**src/rtl/whack_pkg.sv**
```systemverilog
// Shared types and helpers for the whack-a-mole game sequencer.
package whack_pkg;

  typedef enum logic [1:0] {
    IDLE,
    COUNTDOWN,
    PLAY,
    OVER
  } state_t;

  localparam int unsigned SPEED_W = 28;
  localparam logic [1:0] LEVEL_MAX = 2'd3;

  // Mole on-time for a level; never drops below one decrement step and never wraps.
  function automatic logic [SPEED_W-1:0] speed_for_level(
    input logic [1:0]         lvl,
    input logic [SPEED_W-1:0] base,
    input logic [SPEED_W-1:0] dec
  );
    logic [31:0]        prod;
    logic [SPEED_W-1:0] res;
    prod = 32'(lvl) * 32'(dec);
    if (32'(base) < prod + 32'(dec)) res = dec;
    else res = SPEED_W'(32'(base) - prod);
    return res;
  endfunction

endpackage

```
**src/rtl/tick_prescaler.sv**
```systemverilog
// Divides the clock down to a one-cycle tick every CLK_HZ cycles; clear holds the count at zero
// so the first tick lands exactly CLK_HZ cycles after clear is released.
module tick_prescaler #(
  parameter int unsigned CLK_HZ = 50_000_000
) (
  input  logic clock,
  input  logic reset,
  input  logic clear,
  output logic tick
);

  localparam int unsigned CNT_W = (CLK_HZ > 1) ? $clog2(CLK_HZ) : 1;

  logic [CNT_W-1:0] r_count;

  assign tick = (r_count == CNT_W'(CLK_HZ - 1));

  always_ff @(posedge clock) begin
    if (reset || clear) r_count <= '0;
    else if (tick)      r_count <= '0;
    else                r_count <= r_count + 1'b1;
  end

endmodule

```
**src/rtl/whack_game_controller.sv**
```systemverilog
// Game sequencer: start countdown, timed round, score-driven level/speed, game-over hold.
// Optional best-score register enabled by defining WHACK_HISCORE_EN.
module whack_game_controller
  import whack_pkg::*;
#(
  parameter int unsigned        CLK_HZ            = 50_000_000,
  parameter int unsigned        ROUND_SECONDS     = 60,
  parameter int unsigned        COUNTDOWN_SECONDS = 3,
  parameter int unsigned        LEVEL_STEP        = 5,
  parameter logic [SPEED_W-1:0] BASE_SPEED        = 28'd99_999_999,
  parameter logic [SPEED_W-1:0] SPEED_DEC         = 28'd25_000_000
) (
  input  logic               clock,
  input  logic               reset,
  input  logic               start,
  input  logic [7:0]         score,
  output logic               game,
  output logic [SPEED_W-1:0] speed,
  output logic [1:0]         level,
  output logic [7:0]         time_left,
  output logic               game_over,
  output logic [7:0]         hiscore
);

  state_t             r_state, w_state_next;
  logic               r_start_q;
  logic               w_tick, w_clear, w_start_rise;
  logic [7:0]         r_time_left, w_time_next;
  logic [1:0]         r_level, w_level_next, w_target;
  logic [7:0]         w_quot;
  logic [SPEED_W-1:0] r_speed;
  logic               r_game, r_game_over;

  assign w_clear      = (r_state == IDLE) || (r_state == OVER);
  assign w_start_rise = start && !r_start_q;
  assign w_quot       = score / 8'(LEVEL_STEP);
  assign w_target     = (w_quot > 8'(LEVEL_MAX)) ? LEVEL_MAX : w_quot[1:0];

  tick_prescaler #(.CLK_HZ(CLK_HZ)) u_prescaler (
    .clock (clock),
    .reset (reset),
    .clear (w_clear),
    .tick  (w_tick)
  );

  // Dropping start always wins, including over a coincident final tick.
  always_comb begin
    w_state_next = r_state;
    w_time_next  = r_time_left;
    case (r_state)
      IDLE: begin
        w_time_next = '0;
        if (w_start_rise) begin
          w_state_next = COUNTDOWN;
          w_time_next  = 8'(COUNTDOWN_SECONDS);
        end
      end
      COUNTDOWN: begin
        if (!start) begin
          w_state_next = IDLE;
          w_time_next  = '0;
        end else if (w_tick) begin
          if (r_time_left == 8'd1) begin
            w_state_next = PLAY;
            w_time_next  = 8'(ROUND_SECONDS);
          end else begin
            w_time_next = r_time_left - 8'd1;
          end
        end
      end
      PLAY: begin
        if (!start) begin
          w_state_next = IDLE;
          w_time_next  = '0;
        end else if (w_tick) begin
          if (r_time_left == 8'd1) begin
            w_state_next = OVER;
            w_time_next  = '0;
          end else begin
            w_time_next = r_time_left - 8'd1;
          end
        end
      end
      OVER: begin
        w_time_next = '0;
        if (!start) w_state_next = IDLE;
      end
      default: begin
        w_state_next = IDLE;
        w_time_next  = '0;
      end
    endcase
  end

  // Level only ratchets upward during play; it is zeroed on the way into a round or back to idle.
  always_comb begin
    w_level_next = r_level;
    if (w_state_next == IDLE || r_state == COUNTDOWN) w_level_next = '0;
    else if (r_state == PLAY && w_target > r_level)   w_level_next = w_target;
  end

  always_ff @(posedge clock) begin
    if (reset) begin
      r_state     <= IDLE;
      r_start_q   <= start;
      r_time_left <= '0;
      r_level     <= '0;
      r_speed     <= BASE_SPEED;
      r_game      <= 1'b0;
      r_game_over <= 1'b0;
    end else begin
      r_state     <= w_state_next;
      r_start_q   <= start;
      r_time_left <= w_time_next;
      r_level     <= w_level_next;
      r_speed     <= (w_state_next == IDLE) ? BASE_SPEED
                                            : speed_for_level(r_level, BASE_SPEED, SPEED_DEC);
      r_game      <= (w_state_next == PLAY);
      r_game_over <= (w_state_next == OVER);
    end
  end

  assign game      = r_game;
  assign speed     = r_speed;
  assign level     = r_level;
  assign time_left = r_time_left;
  assign game_over = r_game_over;

`ifdef WHACK_HISCORE_EN
  logic [7:0] r_hiscore;

  always_ff @(posedge clock) begin
    if (reset) r_hiscore <= '0;
    else if (r_state == PLAY && w_state_next == OVER && score > r_hiscore) r_hiscore <= score;
  end

  assign hiscore = r_hiscore;
`else
  assign hiscore = '0;
`endif

endmodule

```
**config.mk**
```make
export PLATFORM = sky130hd
export DESIGN_NAME = whack_game_controller
export DESIGN_NICKNAME = d
export VERILOG_FILES = /design/src/rtl/whack_pkg.sv /design/src/rtl/tick_prescaler.sv /design/src/rtl/whack_game_controller.sv
export SDC_FILE = /design/constraint.sdc
export NUM_CORES = 1
export LEC_CHECK = 0
export CAP_MARGIN = 40
export CELL_PAD_IN_SITES_DETAIL_PLACEMENT = 1
export CELL_PAD_IN_SITES_GLOBAL_PLACEMENT = 1
export CORE_UTILIZATION = 35
export CTS_CLUSTER_DIAMETER = 60
export DETAILED_ROUTE_END_ITERATION = 7
export GPL_TIMING_DRIVEN = 0
export PLACE_DENSITY_LB_ADDON = 0.12
export REMOVE_ABC_BUFFERS = 1
export SKIP_LAST_GASP = 1
export SYNTH_ARGS = -nofsm -noshare
export SYNTH_HDL_FRONTEND = slang
export SYNTH_SLANG_ARGS = --single-unit
export TNS_END_PERCENT = 30
```
**constraint.sdc**
```tcl
create_clock -name clock -period 3.8 [get_ports clock]
set_clock_uncertainty 0.2 [all_clocks]
set_input_delay 0.76 -clock clock [delete_from_list [all_inputs] [get_ports clock]]
set_output_delay 0.76 -clock clock [all_outputs]
set_load 0.03 [all_outputs]
```
==> qor.yml, run 1 <==
outcome:
  outcome: "complete, no violations"
clocking:
  clkLatencyLatePin_ns: 0.30
  clk_pin_slew_ns: 0.10
  cts_tree: "built"
  numCtsBuffers: 5
  cts-htree-levels: 2
  clock_path_buffers: 2
  ctsHoldBuffers: 0
  clock-sinks: 54
  clock-root-buffer: "clkbuf_8"
setup_path:
  arrival_ns: 3.76
  crit_path_end_kind: "flop"
  crit_path_cell_trace: "buf_6 > or3b_4 > or2_4 > o211ai_1 > o31ai_4 > ha_2 > mux2_4 > a31oi_1 > o21a_1 > and2_4 > ha_4 > nand2_2 > nand2_2 > nor2_2 > nor2_1 > or3_1 > a31oi_1"
  crit_fanout: 9
  crit_path_max_incr_delay_ns: 0.43
  worst-setup-path-type: "input port to flop"
  startpoint: "score[5]"
  path_buf_inv: 1
  r2r-start: "time_left[2]"
  required_ns: 3.84
  crit_family: "simple AND/OR/NAND/NOR gates"
  cp-start-kind: "input port"
  critPathSlowestCell: "or3b_4"
yosys:
  ys_ff_latch: 54
  synth.area.top_cells: "dfxtp_1 (34%), ha_1 (7.5%), nor2_1 (6.7%), buf_4 (5.7%), xor2_1 (4.4%)"
  synth_edf_count: 0
  ys_seq_area_share_pct: 33.9
  ys_types: 57
  syn_avg_cell_area_sq_um: 8.34
  netlist_area_sq_mm: 0.00319
  netlist_instances: 382
  yosys_warnings: 0
  yosysMostFrequentCell: "nor2_1"
  synth_top_area_cell: "dfxtp_1"
  synth_top_area_share_pct: 33.9
  ys_top_cells_by_count: "nor2_1 (57), dfxtp_1 (54), nand2_1 (25)"
  ys.flop_type: "dfxtp_1"
  async_flop_share_pct: 0
final_layout:
  diodes: 0
  final_nets: 448
  final_area_sq_mm: 0.00387
  drive_gt1_share_pct: 11.9
  instances_no_fill: 527
  final_core_util_pct: 44.1
  nFillCells: 1047
  area_growth_pct: 21.3
grt:
  grt_antenna_before_repair: 0
  overflow: 0
  grtUsageTotal_pct: 15.7
  grt_pass1_wl_microns: 12400
  grt_max_degree: 19
  grt_pass1_vias: 2691
detailed_routing:
  wl_per_cell_microns: 13.8
  drtIter0Drc: 71
  drtPass1Iterations: 4
  vias_per_cell: 4.94
  antenna_left: 0
  drt-total-wl_microns: 7280
  drc: 0
  via_count: 2603
pwr:
  ir_drop_mv: 0.249
  cellLeakagePower_nw: 1.43
  power.density_mw_per_mm2: 456
  fin_total_pwr_mw: 1.76
place:
  dpl-instance-area_sq_mm: 0.00361
  io_buffers: 47
  dp_hpwl_microns: 5330
  gp_congestion: 0.846
  dp_cells: 513
die:
  num_rows: 34
  ioPinCount: 59
  die_w_microns: 97.4
  fp.coreArea_sq_mm: 0.00876
  die-area_sq_mm: 0.00949
  die_y_microns: 97.4
  start_util_pct: 36.4
worst_hold_path:
  hold_start: "u_prescaler.r_count[0]"
  hp-class: "flop to flop"
sta:
  rsz0062_at_grt: "yes"
  relSlewSlack_pct: 44.6
  tightest_slew_ns: 0.831
  fin_crit_ns: 3.72
  max_freq_mhz: 269
  setup_viol: 0
  hold-worst-slack_ns: 0.255
  post-route-period-util_pct: 97.8
  report.final.slew_viol_count: 0
  hold_viol_final: 0
run:
  max-cap-violations: 0
-- power breakdown --
| part | switching (mW) | internal [mW] | leakage [nW] |
|---|---|---|---|
| Clock | 0.193 | 0.197 | 0.0514 |
| Sequential | 0.0469 | 0.614 | 0.437 |
| Combinational | 0.444 | 0.270 | 0.937 |
| Total | 0.683 | 1.08 | 1.43 |
-- metrics by stage --
step | TNS, ns | worst slack [ns]
2_1_floorplan | -0.0337 | -0.0337
3_3_place_gp | -2.02 | -1.13
3_5_place_dp | -2.22 | -1.26
4_1_cts | 0 | 0.00314
5_1_grt | -0.0486 | -0.0486
6_report | 0 | 0.0850
-- state kept, by name, summed over array words and instances (netlist names) --
register,count
time_left,8
speed,13
r_state,2
level,2
r_start_q,1
u_prescaler.r_count,26
game,1
game_over,1
-- cells by family after synthesis --
kind of cell	count (synthesis)	share of synthesized area, %
compound gates	62	13.3
xor+xnor	27	7.42
fa+ha+maj	19	7.46
buf+inv	53	9.50
flops	54	33.9
mux	2	0.707
other cells	1	0.118
simple gates	164	27.6
-- cell usage in the layout (no fill, tap or decap), drive strengths merged, types with 3 or more instances in the layout --
| cell | count |
|---|---|
| xor2 | 16 |
| clkdlybuf4s50 | 41 |
| a211oi | 3 |
| nand4 | 4 |
| a21oi | 16 |
| nor2 | 57 |
| and2 | 5 |
| nand3 | 10 |
| and3 | 8 |
| ha | 19 |
| buf | 12 |
| nor3 | 6 |
| o211ai | 3 |
| o21ai | 15 |
| or3 | 7 |
| xnor2 | 11 |
| nand2 | 25 |
| inv | 17 |
| nand2b | 9 |
| nor3b | 4 |
| a22oi | 3 |
| clkbuf | 7 |
| conb | 12 |
| dfxtp | 54 |
| o31ai | 4 |
| or2 | 3 |
| nand3b | 3 |
| or4b | 3 |
| nor2b | 8 |
-- per-layer routing --
layer	part of all wire, %	GRT usage (%)	up-vias
li1	-	-	1344
met1	47	19.7	1214
met2	50	27.6	40
met3	3.0	2.73	5
met4	0.77	3.73	0
met5	0	0	-
-- worst register-to-register path, stage by stage, from the launching register on --
cell	delay, ns
dfxtp_1	0.39
or4_4	0.60
or3_1	0.55
nor4_4	0.21
o211ai_2	0.13
a221oi_2	0.73
nor2_1	0.19
nand2_1	0.12
-- repair_timing --
| item | in CTS | in global routing |
|---|---|---|
| resized for setup | 36 | 27 |
| pin swaps | 2 | 14 |
| setup buffers | 3 | 3 |
| setup endpoints to repair | 2 | 1 |
-- layout make-up --
type                            count  area, sq um  share of cell area [%]
Multi-Input combinational cell    286         1940                    50.3
Clock buffer                        6         72.6                    1.88
Timing Repair Buffer               54          532                    13.8
Sequential cell                    54         1080                    28.0
Clock inverter                      2         37.5                   0.971
Inverter                           17         63.8                    1.65
Tap cell                          108          135                    3.50
-- worst paths after layout --
check | slack, ns | end | cells after the start
max | 0.08 | level[0] | 17
min | 0.25 | u_prescaler.r_count[0] | 1
max reg2reg | 0.63 | speed[22] | 7
min reg2reg | 0.25 | u_prescaler.r_count[0] | 1
(Power assumes the default switching activity.)
==> run 2: changes to the inputs <==
Settings changed: PLACE_DENSITY_LB_ADDON 0.12 to 0.08.
==> qor.yml, run 2 (synthesized netlist as in run 1, its figures left out) <==
outcome:
  outcome: "complete, no violations"  # unchanged
final_layout:
  final_common_cell: "nor2_1"  # unchanged
  nFillCells: 1062  # was 1047
  drive_gt1_share_pct: 11.2  # was 11.9%
  diodes: 0  # unchanged
  final_nets: 448  # unchanged
  largest_reg_flops: 26  # unchanged
  final_cell_mix: "nor2_1 (56), dfxtp_1 (54), clkdlybuf4s50_1 (41), nand2_1 (24), ha_1 (18)"  # was nor2_1 (55), dfxtp_1 (54), clkdlybuf4s50_1 (41), nand2_1 (23)
  multi_input_area_sq_mm: 0.00193  # was 0.00194 sq mm
  top_register: "u_prescaler.r_count"  # unchanged
  seq_area_sq_mm: 0.00108  # unchanged
  area_growth_pct: 19.8  # was 21.3%
setup_path:
  worst-setup-path-type: "input port to flop"  # unchanged
  crit_family: "simple AND/OR/NAND/NOR gates"  # unchanged
  required_ns: 3.84  # about the same
  crit_fanout: 9  # unchanged
  path_buf_inv: 1  # unchanged
  crit_path_end_kind: "flop"  # unchanged
  r2r-start: "time_left[2]"  # unchanged
  cp-start-kind: "input port"  # unchanged
  crit_path_cell_trace: "buf_4 > or3b_4 > or2_2 > o211ai_1 > o31ai_4 > ha_2 > mux2_4 > a31oi_4 > o21a_1 > and2_1 > ha_1 > nand2_1 > nand2_2 > nor2_4 > nor2_1 > or3_1 > a31oi_1"  # was buf_6 > or3b_4 > or2_4 > o211ai_1 > o31ai_4 > ha_2 > mux2_4 > a31oi_1 > o21a_1 > and2_4 > ha_4 > nand2_2 > nand2_2 > nor2_2 > nor2_1 > or3_1 > a31oi_1
  critPathSlowestCell: "or3b_4"  # unchanged
  arrival_ns: 3.79  # was 3.76 ns
  startpoint: "score[5]"  # unchanged
  crit_path_max_incr_delay_ns: 0.39  # was 0.43 ns
run:
  max-cap-violations: 0  # unchanged
sta:
  setup-tns-final_ns: 0  # unchanged
  relSlewSlack_pct: 41.6  # was 44.6%
  post-route-period-util_pct: 98.7  # was 97.8%
  max_freq_mhz: 266  # was 269 MHz
  hold_viol_final: 0  # unchanged
  tightest_slew_ns: 0.864  # was 0.831 ns
  rsz0062_at_grt: "yes"  # unchanged
  report.final.slew_viol_count: 0  # unchanged
  fin_crit_ns: 3.75  # was 3.72 ns
  setup_viol: 0  # unchanged
pwr:
  cellLeakagePower_nw: 1.41  # was 1.43 nW
  fin_total_pwr_mw: 1.70  # was 1.76 mW
  power.density_mw_per_mm2: 446  # was 456 mW/mm^2
  ir_drop_mv: 0.201  # was 0.249 mV
detailed_routing:
  drtPass1Iterations: 4  # unchanged
  drtIter0Drc: 87  # was 71
  wl_per_cell_microns: 14.1  # was 13.8 microns
  drc: 0  # unchanged
  drt-total-wl_microns: 7440  # was 7280 microns
  via_count: 2643  # was 2603
  antenna_left: 0  # unchanged
  vias_per_cell: 5.02  # was 4.94
die:
  ioPinCount: 59  # unchanged
  die_w_microns: 97.4  # unchanged
  num_rows: 34  # unchanged
  die_y_microns: 97.4  # unchanged
  fp.coreArea_sq_mm: 0.00876  # unchanged
  start_util_pct: 36.4  # unchanged
  die-area_sq_mm: 0.00949  # unchanged
grt:
  grt_pass1_wl_microns: 12700  # was 12400 microns
  grt_max_degree: 19  # unchanged
  grt_antenna_before_repair: 0  # unchanged
  grtUsageTotal_pct: 16.0  # was 15.7%
  grt_pass1_vias: 2703  # was 2691
  overflow: 0  # unchanged
place:
  io_buffers: 47  # unchanged
  gp_congestion: 0.805  # was 0.846
  dp_hpwl_microns: 5390  # was 5330 microns
clocking:
  cts-htree-levels: 2  # unchanged
  clk_pin_slew_ns: 0.10  # about the same
  clkLatencyLatePin_ns: 0.30  # about the same
  clock-root-buffer: "clkbuf_8"  # unchanged
  ctsHoldBuffers: 0  # unchanged
  numCtsBuffers: 5  # unchanged
  clock_path_buffers: 2  # unchanged
  clock-sinks: 54  # unchanged
  cts_tree: "built"  # unchanged
worst_hold_path:
  hp-class: "flop to flop"  # unchanged
  hold_start: "u_prescaler.r_count[0]"  # unchanged
## run 2: report_power, final
part | switching (mW) | internal [mW] | total [mW]
clock network | 0.196 | 0.130 | 0.326
registers | 0.0455 | 0.614 | 0.660
logic | 0.448 | 0.270 | 0.718
## run 2: worst paths after layout
path	endpoint	slack, ns	depth (start not counted)
setup / recovery	level[0]	0.05	17
hold / removal	u_prescaler.r_count[0]	0.26	1
setup reg to reg	speed[24]	0.66	7
hold reg to reg	u_prescaler.r_count[0]	0.26	1
## run 2: repair_timing
item / CTS / global route
gates resized for setup: 37 / 18
setup buffers: 4 / 2
setup endpoints to repair: 2 / 1
pin swaps: 5 / 9
## run 2: layer usage
metal	vias to the layer above	GRT usage (%)	wire length, microns
li1	1338	-	-
met1	1269	20.9	3630
met2	34	27.8	3590
met3	2	2.73	179
met4	0	3.05	38
met5	-	0	0
## run 2: worst register-to-register path, delay by kind of cell (launching register included)
family | cells | cell delay (ns)
AOI/OAI and AO/OA | 2 | 0.85
DFF | 1 | 0.40
and+or+nand+nor | 5 | 1.63
## run 2: area by class of cell
class / count / share of cell area (%)
clock buffers: 5 / 1.80
clock inverters: 3 / 0.557
inverters: 17 / 1.67
multi-input cells: 286 / 50.6
flip-flops and latches: 54 / 28.3
well taps: 108 / 3.54
repair buffers: 54 / 13.6
## run 2: stage by stage
| step | area, sq um | hold slack [ns] | setup WS (ns) | instances | utilization (%) |
|---|---|---|---|---|---|
| floorplan | 2990 | 0.218 | -0.0337 | 357 | - |
| global placement | 3590 | 0.232 | -1.15 | 512 | 41.0 |
| detailed placement | 3610 | 0.244 | -1.21 | 513 | 41.2 |
| CTS | 3750 | 0.260 | 0.00184 | 525 | 42.8 |
| global route | 3820 | 0.289 | -0.0992 | 527 | 43.6 |
| finish | 3820 | 0.260 | 0.0476 | 527 | 43.6 |
